**src/rtl/ps2_control_comandos_if.sv**
```systemverilog
// Scan-code byte input and decoded command/status outputs of the PS/2 command decoder.
// The master side drives bytes and acknowledges; the slave side is the decoder.
interface ps2_control_comandos_if;
    logic [7:0] dato;
    logic       tick;
    logic       cmd_ack;
    logic       cmd_valid;
    logic [2:0] cmd_code;
    logic       cmd_release;
    logic       inicio_tomadatos;
    logic       ocupado;
    logic       err_overrun;
    logic       err_timeout;

    modport master (
        output dato, tick, cmd_ack,
        input  cmd_valid, cmd_code, cmd_release, inicio_tomadatos,
               ocupado, err_overrun, err_timeout
    );

    modport slave (
        input  dato, tick, cmd_ack,
        output cmd_valid, cmd_code, cmd_release, inicio_tomadatos,
               ocupado, err_overrun, err_timeout
    );
endinterface

```
**src/rtl/ps2_control_comandos.sv**
```systemverilog
// PS/2 scan-code to navigation command decoder; command appears one cycle after the final byte.
// A command is held until cmd_ack; bytes arriving meanwhile are dropped and flagged as overrun.
module ps2_control_comandos #(
    parameter logic [15:0] TIMEOUT_CYC = 16'd50000
) (
    input  logic                  clk,
    input  logic                  rst,
    ps2_control_comandos_if.slave bus
);

    typedef enum logic [2:0] {IDLE, PRE_F0, PRE_E0, PRE_E0F0, HOLD} state_t;

    localparam logic [7:0] BYTE_F0 = 8'hF0;
    localparam logic [7:0] BYTE_E0 = 8'hE0;

    function automatic logic [2:0] map_normal(input logic [7:0] b);
        case (b)
            8'h1D:   map_normal = 3'd1;
            8'h1B:   map_normal = 3'd2;
            8'h1C:   map_normal = 3'd3;
            8'h23:   map_normal = 3'd4;
            8'h5A:   map_normal = 3'd5;
            8'h76:   map_normal = 3'd6;
            default: map_normal = 3'd0;
        endcase
    endfunction

    function automatic logic [2:0] map_ext(input logic [7:0] b);
        case (b)
            8'h75:   map_ext = 3'd1;
            8'h72:   map_ext = 3'd2;
            8'h6B:   map_ext = 3'd3;
            8'h74:   map_ext = 3'd4;
            default: map_ext = 3'd0;
        endcase
    endfunction

    state_t      state_q, state_nxt;
    logic [15:0] timer_q, timer_nxt;
    logic [5:0]  pressed_q, pressed_nxt;
    logic [2:0]  code_q, code_nxt;
    logic        rel_q, rel_nxt;
    logic        inicio_q, inicio_nxt;
    logic        overrun_q, overrun_nxt;
    logic        timeout_q, timeout_nxt;

    logic        res_go;
    logic        res_brk;
    logic [2:0]  res_code;
    logic [5:0]  res_mask;
    logic        in_prefix;

    always_ff @(posedge clk or negedge rst) begin
        if (!rst) begin
            state_q   <= IDLE;
            timer_q   <= '0;
            pressed_q <= '0;
            code_q    <= '0;
            rel_q     <= 1'b0;
            inicio_q  <= 1'b0;
            overrun_q <= 1'b0;
            timeout_q <= 1'b0;
        end else begin
            state_q   <= state_nxt;
            timer_q   <= timer_nxt;
            pressed_q <= pressed_nxt;
            code_q    <= code_nxt;
            rel_q     <= rel_nxt;
            inicio_q  <= inicio_nxt;
            overrun_q <= overrun_nxt;
            timeout_q <= timeout_nxt;
        end
    end

    always_comb begin
        state_nxt   = state_q;
        timer_nxt   = timer_q;
        pressed_nxt = pressed_q;
        code_nxt    = code_q;
        rel_nxt     = rel_q;
        inicio_nxt  = 1'b0;
        overrun_nxt = overrun_q;
        timeout_nxt = 1'b0;
        res_go      = 1'b0;
        res_brk     = 1'b0;
        res_code    = 3'd0;
        res_mask    = 6'd0;
        in_prefix   = (state_q == PRE_F0) || (state_q == PRE_E0) || (state_q == PRE_E0F0);

        case (state_q)
            IDLE: begin
                if (bus.tick) begin
                    if (bus.dato == BYTE_F0) begin
                        state_nxt = PRE_F0;
                        timer_nxt = '0;
                    end else if (bus.dato == BYTE_E0) begin
                        state_nxt = PRE_E0;
                        timer_nxt = '0;
                    end else if (map_normal(bus.dato) != 3'd0) begin
                        res_go   = 1'b1;
                        res_code = map_normal(bus.dato);
                    end
                end
            end
            PRE_E0: begin
                if (bus.tick) begin
                    if (bus.dato == BYTE_F0) begin
                        state_nxt = PRE_E0F0;
                        timer_nxt = '0;
                    end else if (map_ext(bus.dato) != 3'd0) begin
                        res_go   = 1'b1;
                        res_code = map_ext(bus.dato);
                    end else begin
                        state_nxt = IDLE;
                    end
                end
            end
            PRE_F0: begin
                if (bus.tick) begin
                    if (map_normal(bus.dato) != 3'd0) begin
                        res_go   = 1'b1;
                        res_brk  = 1'b1;
                        res_code = map_normal(bus.dato);
                    end else begin
                        state_nxt = IDLE;
                    end
                end
            end
            PRE_E0F0: begin
                if (bus.tick) begin
                    if (map_ext(bus.dato) != 3'd0) begin
                        res_go   = 1'b1;
                        res_brk  = 1'b1;
                        res_code = map_ext(bus.dato);
                    end else begin
                        state_nxt = IDLE;
                    end
                end
            end
            HOLD: begin
                // Bytes cannot be queued behind a pending command, even in the ack cycle.
                if (bus.tick) begin
                    overrun_nxt = 1'b1;
                end
                if (bus.cmd_ack) begin
                    state_nxt = IDLE;
                    code_nxt  = 3'd0;
                    rel_nxt   = 1'b0;
                end
            end
            default: begin
                state_nxt = IDLE;
            end
        endcase

        // A byte on the expiry cycle wins over the timeout.
        if (in_prefix && !bus.tick) begin
            if (timer_q == TIMEOUT_CYC - 16'd1) begin
                state_nxt   = IDLE;
                timer_nxt   = '0;
                timeout_nxt = 1'b1;
            end else begin
                timer_nxt = timer_q + 16'd1;
            end
        end

        if (res_go) begin
            res_mask  = 6'd1 << (res_code - 3'd1);
            state_nxt = IDLE;
            // Typematic repeats of a held key are swallowed; releases are always reported.
            if (res_brk || ((pressed_q & res_mask) == 6'd0)) begin
                state_nxt   = HOLD;
                code_nxt    = res_code;
                rel_nxt     = res_brk;
                pressed_nxt = res_brk ? (pressed_q & ~res_mask) : (pressed_q | res_mask);
                inicio_nxt  = !res_brk && (res_code == 3'd5);
            end
        end
    end

    assign bus.cmd_valid        = (state_q == HOLD);
    assign bus.cmd_code         = code_q;
    assign bus.cmd_release      = rel_q;
    assign bus.inicio_tomadatos = inicio_q;
    assign bus.ocupado          = (state_q != IDLE);
    assign bus.err_overrun      = overrun_q;
    assign bus.err_timeout      = timeout_q;

endmodule

```
**src/flat_wrapper.sv**
```systemverilog
// flat-port wrapper written by rule: the top's interface ports become plain ports
module ps2_control_comandos_flat 
#(
    parameter logic [15:0] TIMEOUT_CYC = 16'd50000
)
  (clk, rst, bus_dato, bus_tick, bus_cmd_ack, bus_cmd_valid, bus_cmd_code, bus_cmd_release, bus_inicio_tomadatos, bus_ocupado, bus_err_overrun, bus_err_timeout);
  ps2_control_comandos_if bus_i ();
  input  logic clk;
  input  logic rst;
  input wire logic [$bits(bus_i.dato)-1:0] bus_dato;
  input wire logic [$bits(bus_i.tick)-1:0] bus_tick;
  input wire logic [$bits(bus_i.cmd_ack)-1:0] bus_cmd_ack;
  output wire logic [$bits(bus_i.cmd_valid)-1:0] bus_cmd_valid;
  output wire logic [$bits(bus_i.cmd_code)-1:0] bus_cmd_code;
  output wire logic [$bits(bus_i.cmd_release)-1:0] bus_cmd_release;
  output wire logic [$bits(bus_i.inicio_tomadatos)-1:0] bus_inicio_tomadatos;
  output wire logic [$bits(bus_i.ocupado)-1:0] bus_ocupado;
  output wire logic [$bits(bus_i.err_overrun)-1:0] bus_err_overrun;
  output wire logic [$bits(bus_i.err_timeout)-1:0] bus_err_timeout;
  assign bus_i.dato = bus_dato;
  assign bus_i.tick = bus_tick;
  assign bus_i.cmd_ack = bus_cmd_ack;
  assign bus_cmd_valid = bus_i.cmd_valid;
  assign bus_cmd_code = bus_i.cmd_code;
  assign bus_cmd_release = bus_i.cmd_release;
  assign bus_inicio_tomadatos = bus_i.inicio_tomadatos;
  assign bus_ocupado = bus_i.ocupado;
  assign bus_err_overrun = bus_i.err_overrun;
  assign bus_err_timeout = bus_i.err_timeout;
  ps2_control_comandos #(.TIMEOUT_CYC(TIMEOUT_CYC)) u_core (.clk(clk), .rst(rst), .bus(bus_i));
endmodule
```
**config.mk**
```make
export PLATFORM = sky130hd
export DESIGN_NAME = ps2_control_comandos_flat
export DESIGN_NICKNAME = d
export VERILOG_FILES = /design/src/rtl/ps2_control_comandos_if.sv /design/src/rtl/ps2_control_comandos.sv /design/src/flat_wrapper.sv
export SDC_FILE = /design/constraint.sdc
export NUM_CORES = 1
export LEC_CHECK = 0
export CAP_MARGIN = 20
export CORE_MARGIN = 5
export CORE_UTILIZATION = 35
export CTS_BUF_LIST = sky130_fd_sc_hd__clkbuf_4 sky130_fd_sc_hd__clkbuf_8
export CTS_CLUSTER_SIZE = 8
export DETAILED_ROUTE_END_ITERATION = 8
export HOLD_SLACK_MARGIN = 0.03
export PLACE_DENSITY = 0.54
export SLEW_MARGIN = 20
export SYNTH_ARGS = -nofsm -noshare
export SYNTH_HDL_FRONTEND = slang
export SYNTH_SLANG_ARGS = --single-unit
```
**constraint.sdc**
```tcl
create_clock -name clk -period 2.7 [get_ports clk]
set_input_delay 0.675 -clock clk [delete_from_list [all_inputs] [get_ports clk]]
set_output_delay 0.675 -clock clk [all_outputs]
set_load 0.01 [all_outputs]
```
==> flow_metrics.env <==
export IMPL_root_buffer="clkbuf_8"
export IMPL_firstDrtPassIters=4
export IMPL_numClockSinks=32
export IMPL_rsz0062_at_grt="false"
export IMPL_syn_nets=258
export IMPL_nets=312
export IMPL_yosys_warnings=0
export IMPL_cts_tree="built"
export IMPL_grt_max_degree=33
export IMPL_die_area_sq_mm=0.007607
export IMPL_reg2reg_to="u_core.timer_q[10]$_DFFE_PN0P_"
export IMPL_drtIter0Drc=117
export IMPL_synthFlopType="dfrtp_1"
export IMPL_num_rows=28
export IMPL_critPathLaunch="bus_dato[4]"
export IMPL_synth_area_leaders="dfrtp_1, o21ai_0, nor2_1"
export IMPL_tightestPinTransition_ns=0.4630
export IMPL_via_per_inst=5.360
export IMPL_power_uw=1037
export IMPL_fp_dieH_microns=87.22
export IMPL_power_density_mw_per_mm2=372.3
export IMPL_r2r_slack_ns=0.22
export IMPL_cts_made_buffers=5
export IMPL_p_leak_uw=0.001253
export IMPL_h_tree_depth=2
export IMPL_drive_gt1_share_pct=23.00
export IMPL_max_slew_margin_pct=69.06
export IMPL_synth_most_common_cell="dfrtp_1"
export IMPL_antenna_found_initial=0
export IMPL_nFillCells=582
export IMPL_die_x_microns=87.22
export IMPL_area_growth_syn_to_layout_pct=33.45
export IMPL_grt_pass1_vias=1994
export IMPL_synth_distinct_cells=55
export IMPL_design_area_sq_mm=0.002785
export IMPL_initial_core_util_pct=35.67
export IMPL_whs_ns=0.4576
export IMPL_synth_seq_area_share_pct=38.37
export IMPL_ant_nets=0
export IMPL_synthesis_area_sq_mm=0.002087
export IMPL_clk_latency_ns=0.29
export IMPL_syn_inst=245
export IMPL_overflow=0
export IMPL_avgSynthCellArea_sq_um=8.518
export IMPL_rr_worst_depth=9
export IMPL_outcome="finished clean"
export IMPL_max_freq_mhz=394.6
export IMPL_yosys_area_top_type_share_pct=38.37
export IMPL_placed_cell_area_sq_mm=0.002629
export IMPL_cp_start_kind="input pin"
export IMPL_routed_wl_mm=5.418
export IMPL_synth_edf_count=0
export IMPL_grt_pass1_wl_mm=9.349
export IMPL_antenna_cells=0
export IMPL_synth_top_area_cell="dfrtp_1"
export IMPL_cp_arrival_ns=2.75
export IMPL_worst_path_max_fanout=5
export IMPL_clkTransAtPathRegs_ns=0.07
export IMPL_drcViolationCount=0
export IMPL_cp_end_kind="register"
export IMPL_yosys_top_cells_count="dfrtp_1, nor2_1, o21ai_0, nand2_1, nand3_1"
export IMPL_ys_ff_latch=32
export IMPL_place_congestion=0.7965
export IMPL_vias=2010
export IMPL_port_buffers=20
export IMPL_dp_hpwl_mm=3.863
export IMPL_crit_required_ns=2.91
export IMPL_hold_viol_final=0
export IMPL_fin_skew_ns=0.001766
export IMPL_post_route_util_pct=47.60
export IMPL_hp_class="reg2reg"
export IMPL_placed_cells=366
export IMPL_critPathKind="in2reg"
export IMPL_setup_violations_final=0
export IMPL_maxCapViolations=0
export IMPL_fin_crit_sh_pct=93.87
export IMPL_maxSlewViolCount=0
export IMPL_r2r_start="u_core.timer_q[0]$_DFFE_PN0P_"
export IMPL_grt_usage_pct=15.44
export IMPL_async_flop_share_pct=100.0
export IMPL_min_period_ns=2.534
export IMPL_io_pins=21
export IMPL_wire_per_inst_microns=14.45
export IMPL_cts_path_max_buffers=2
export IMPL_hold_depth=1
export IMPL_fin_cells=375
export IMPL_vdd_drop_max_v=0.0002571
export IMPL_hold_end="u_core.bus.err_overrun$_DFFE_PN0P_"
export IMPL_core_area_sq_mm=0.005851
export IMPL_hp_start="u_core.bus.err_overrun$_DFFE_PN0P_"
[worst max-delay path by stage]
stage	end	slack (ns)	cells past startpoint
4_1_cts	u_core.bus.cmd_code[0]$_DFF_PN0_	0.02	9
5_1_grt	u_core.timer_q[10]$_DFFE_PN0P_	0.007	9
6_report	u_core.bus.cmd_code[0]$_DFF_PN0_	0.17	8
3_5_place_dp	u_core.bus.cmd_release$_DFF_PN0_	-0.38	8
2_1_floorplan	register	0.19	8
3_3_place_gp	u_core.bus.cmd_release$_DFF_PN0_	-0.35	9
[timing repair]
item | 4_1_cts | 5_1_grt
setup endpoints to repair | 6 | 14
pin swaps | 7 | 6
resized for setup | 8 | 11
hold buffers | 0 | 0
setup buffers | 1 | 0
[layer usage]
| layer | track usage [%] | vias to the layer above | part of all wire (%) |
|---|---|---|---|
| li1 | - | 1020 | - |
| met2 | 25.53 | 32 | 48 |
| met1 | 20.36 | 947 | 47 |
| met5 | 0 | - | 0 |
| met4 | 4.463 | 0 | 1.3 |
| met3 | 3.217 | 11 | 4.6 |
[worst max-delay path: stages]
cell and delay (ns):
dlygate4sd2_1 0.27, or4b_1 0.55, a2bb2oi_2 0.17, or2_4 0.27, a21o_1 0.16, a311o_1 0.35
nand3_4 0.11, mux2i_1 0.19
[power by group]
part	switching, uW	leakage, uW	internal [uW]	total, uW
combinational	69.1	0.000768	72.6	142
sequential	7.39	0.000441	493	500
clock	189	0.0000434	206	395
[area by class of cell]
class / instances / area [sq um] / area share (%)
multi-input cells: 195 / 1245 / 44.70
flip-flops and latches: 32 / 800.8 / 28.75
repair buffers: 60 / 529.3 / 19.00
well taps: 75 / 93.84 / 3.369
clock buffers: 6 / 82.58 / 2.965
inverters: 5 / 18.77 / 0.6739
clock inverters: 2 / 15.01 / 0.5391
[metrics by stage]
step	setup TNS [ns]	setup WS, ns
floorplan	0	0.1936
global placement	-3.907	-0.3475
detailed placement	-4.688	-0.3806
CTS	0	0.02123
global route	0	0.006720
finish	0	0.1656
[cells by family after synthesis]
kind of cell             synth area share (%)
adder cells (fa/ha/maj)                0.5994
buffers and inverters                   3.657
AND/OR/NAND/NOR                         33.99
multiplexers                            4.256
XOR/XNOR                               0.4197
flip-flops                              38.37
AO/OA/AOI/OAI                           18.71
[placed cells by master (no fill, tap or decap), types with 4 or more instances in the layout]
cell             instances
nor2_1                  26
o211ai_1                 5
dlymetal6s2s_1           5
dfrtp_1                 32
mux2i_1                  4
buf_4                   37
nor3b_1                  5
nand2_1                 23
o21ai_0                 25
nor2b_1                  4
inv_1                    5
clkdlybuf4s50_1         12
or3_1                    4
nor3_1                   5
clkbuf_8                 6
nand3_1                 20
and3_1                   9
No activity file was read; power rests on OpenSTA's default activity.
==> variant (same flow settings) <==
`TIMEOUT_CYC` is set to 16'd50000 in 2 places; all go to 16'd32768.
--- a/src/rtl/ps2_control_comandos.sv
+++ b/src/rtl/ps2_control_comandos.sv
@@ -1,7 +1,7 @@
 // PS/2 scan-code to navigation command decoder; command appears one cycle after the final byte.
 // A command is held until cmd_ack; bytes arriving meanwhile are dropped and flagged as overrun.
 module ps2_control_comandos #(
-    parameter logic [15:0] TIMEOUT_CYC = 16'd50000
+    parameter logic [15:0] TIMEOUT_CYC = 16'd32768
 ) (
     input  logic                  clk,
     input  logic                  rst,
--- a/src/flat_wrapper.sv
+++ b/src/flat_wrapper.sv
@@ -1,7 +1,7 @@
 // flat-port wrapper written by rule: the top's interface ports become plain ports
 module ps2_control_comandos_flat 
 #(
-    parameter logic [15:0] TIMEOUT_CYC = 16'd50000
+    parameter logic [15:0] TIMEOUT_CYC = 16'd32768
 )
   (clk, rst, bus_dato, bus_tick, bus_cmd_ack, bus_cmd_valid, bus_cmd_code, bus_cmd_release, bus_inicio_tomadatos, bus_ocupado, bus_err_overrun, bus_err_timeout);
   ps2_control_comandos_if bus_i ();
Formal check against the unedited RTL: no difference found for any inputs over 4 cycles, from zero or initial values and one cycle with rst low; that may be too few to reach the edited logic, so the function may still have changed.
==> variant against the unedited design <==
  * Die area fell by 1.8%
  * Critical endpoint is now u_core.state_q[2]$_DFF_PN0_
  * Final cell count fell by 3.7%
  * Largest cell class unchanged
  * Cell area rose by 0.85%
  * Utilization rose by 2.5 points
  * Synthesized cell count fell by 5.7%
  * Clock power rose by 1%
  * Total power rose by 3.5%
  * Clock skew rose by 0.0031 ns
  * Synthesized area fell by 2.0%
  * Count of clock-buffer cells in the layout rose by 1
  * Wire length fell by 6.9%
  * Highest routed layer unchanged
  * Worst setup slack got worse by 0.14 ns
  * Sequential cell count did not move
==> variant: results (changes against the unedited design) <==
- The peak supply drop was 0.246 mV (-4.4%).
- The share of the yosys chip area belonging to registers is 39.2% (+0.80 points).
- The count of warnings emitted by yosys is 0 (unchanged).
- The level count of the clock H-tree is 2 (unchanged).
- The average routed wire per standard cell is 14.0 um (-3.3%).
- The global-route usage over all layers is 14.6% (-0.84 points).
- The first-pass iteration count of the detailed router came to 4 (unchanged).
- The post-synthesis net count came to 244 (-5.4%).
- The number of antenna violations at the first check in global routing is 0 (unchanged).
- The hold violation total from the final report is 0 (unchanged).
- The detailed-placement wirelength estimate came to 3670 um (-5.0%).
- The primary flip-flop cell chosen by synthesis mapping is dfrtp_1.
- The number of I/O port buffers is 20 (unchanged).
- The total leakage power is 1.25 nW (about the same).
- The maximum fanout along the worst path came to 4 (-1).
- The number of diodes is 0 (unchanged).
- The clock tree root driver cell is clkbuf_8.
- The vias per cell is 5.19 (-3.2%).
- The count of unique library cells instantiated by Yosys is 51 (-7.3%).
- The number of nets in the layout is 302 (-3.2%).
- The clock buffer count from CTS is 5 (unchanged).
- The share of flip-flops with an asynchronous set or reset is 100% (unchanged).
- The overall routed net length is 5050 um (-6.9%).
- The post-route clock skew is 0.00490 ns (+0.00313 ns).
- The commonest cells after synthesis are 32 x dfrtp_1, 32 x nand2_1, 22 x nor2_1.
- The instance count of the mapped netlist is 231 (-5.7%).
- The run finished with clean final reports.
- The number of global-route vias before repair is 1859 (-6.8%).
- The maximum number of buffers from clock root to sink came to 2 (unchanged).
- The number of placed instances, taps included was 347 (-5.2%).
- In this run the worst hold path is classified as reg -> reg.
- The final RePlAce weighted congestion came to 0.843 (+5.8%).
- The clock-pin slew on the worst setup and hold paths is 0.07 ns (about the same).
- The reported max-cap violation count is 0 (unchanged).
- The largest net degree at the start of global routing came to 33 (unchanged).
- The later pin in the worst-skew pair is clocked with a latency of 0.28 ns.
- The normalized max-slew margin is 71.3% (+2.2 points).
- The instance area after placement is 2560 um2 (-2.6%).
- Ranked by total cell area, the synthesized netlist is headed by dfrtp_1 39%, nand2_1 5.9%, o21ai_0 4.2%, nor2_1 4.0%, mux2i_1 2.9%.
- The first-iteration detailed-routing DRC count is 101 (-14%).
- The first-pass GRT wire length is 8740 um (-6.6%).
- The share of layout cells above drive strength 1 is 30.1% (+7.1 points).
variant: changes by cell type after synthesis, sizes merged, moves of 4 or more:
cell	unedited run	this run
nand3	21	5
nor3	6	13
and3	9	3
nand2	26	32
nor2	28	22
o21ai	25	19
nand4	2	6
o2111ai	4	0
variant: kinds of logic (layout without fill, tap and decap cells):
kind of cell	count (synthesis)	after routing	share of synthesized area, %
compound gates	54	54	18.6
xor+xnor	3	3	1.29
buf+inv	18	76	3.98
simple gates	112	112	30.7
fa+ha+maj	1	1	0.612
flops	32	32	39.2
mux	11	11	5.69
variant: timing repair:
item                                    4_1_cts  5_1_grt
pin swaps                                    11       11
setup buffers                                 7        1
endpoints found under the setup margin       19       15
resized for setup                            36       13
variant: metal layers:
layer / global-route usage [%] / vias up / share of wire (%)
li1: - / 956 / -
met1: 18.8 / 884 / 46
met2: 24.4 / 27 / 49
met3: 3.23 / 6 / 3.5
met4: 4.53 / 0 / 1.0
met5: 0 / - / 0
variant: power by group:
part / switching [mW] / internal [mW]
clock network: 0.173 / 0.227
logic: 0.0722 / 0.0925
registers: 0.0140 / 0.495
total: 0.259 / 0.815
variant: worst paths after layout:
| check | start | to | slack [ns] | depth (start not counted) |
|---|---|---|---|---|
| max in group asynchronous | rst | u_core.timer_q[2]$_DFFE_PN0P_ | 1.60 | 2 |
| worst min register to register | u_core.bus.err_overrun$_DFFE_PN0P_ | u_core.bus.err_overrun$_DFFE_PN0P_ | 0.49 | 1 |
| worst min-delay path | u_core.bus.err_overrun$_DFFE_PN0P_ | u_core.bus.err_overrun$_DFFE_PN0P_ | 0.49 | 1 |
| min in group asynchronous | rst | u_core.state_q[1]$_DFF_PN0_ | 0.79 | 2 |
| worst max-delay path | bus_dato[1] | u_core.state_q[2]$_DFF_PN0_ | 0.02 | 10 |
| worst max register to register | u_core.state_q[0]$_DFF_PN0_ | u_core.state_q[2]$_DFF_PN0_ | 0.07 | 9 |
variant: final cells by class:
cell class | count | area, um2
clock buffer | 7 | 96.3
timing repair buffer | 64 | 532
tap | 72 | 90.1
inverter | 5 | 18.8
fill | 545 | 2800
multi-input combinational | 181 | 1270
sequential | 32 | 801
variant: critical path, cell delays in order:
cell	delay (ns)
buf_6	0.09
or4b_4	0.55
nor3_4	0.25
nor3_2	0.07
a21o_1	0.24
buf_6	0.13
mux2i_4	0.18
o311ai_4	0.36
a21oi_4	0.12
a21o_1	0.17
variant: through the flow:
stage / util [%] / hold WS [ns] / setup slack [ns]
detailed placement: 45.6 / 0.483 / -0.726
global placement: 45.6 / 0.484 / -0.611
CTS: 49.3 / 0.503 / 0.0121
global route: 50.1 / 0.540 / -0.0970
floorplan: - / 0.379 / -0.132
finish: 50.1 / 0.495 / 0.0249
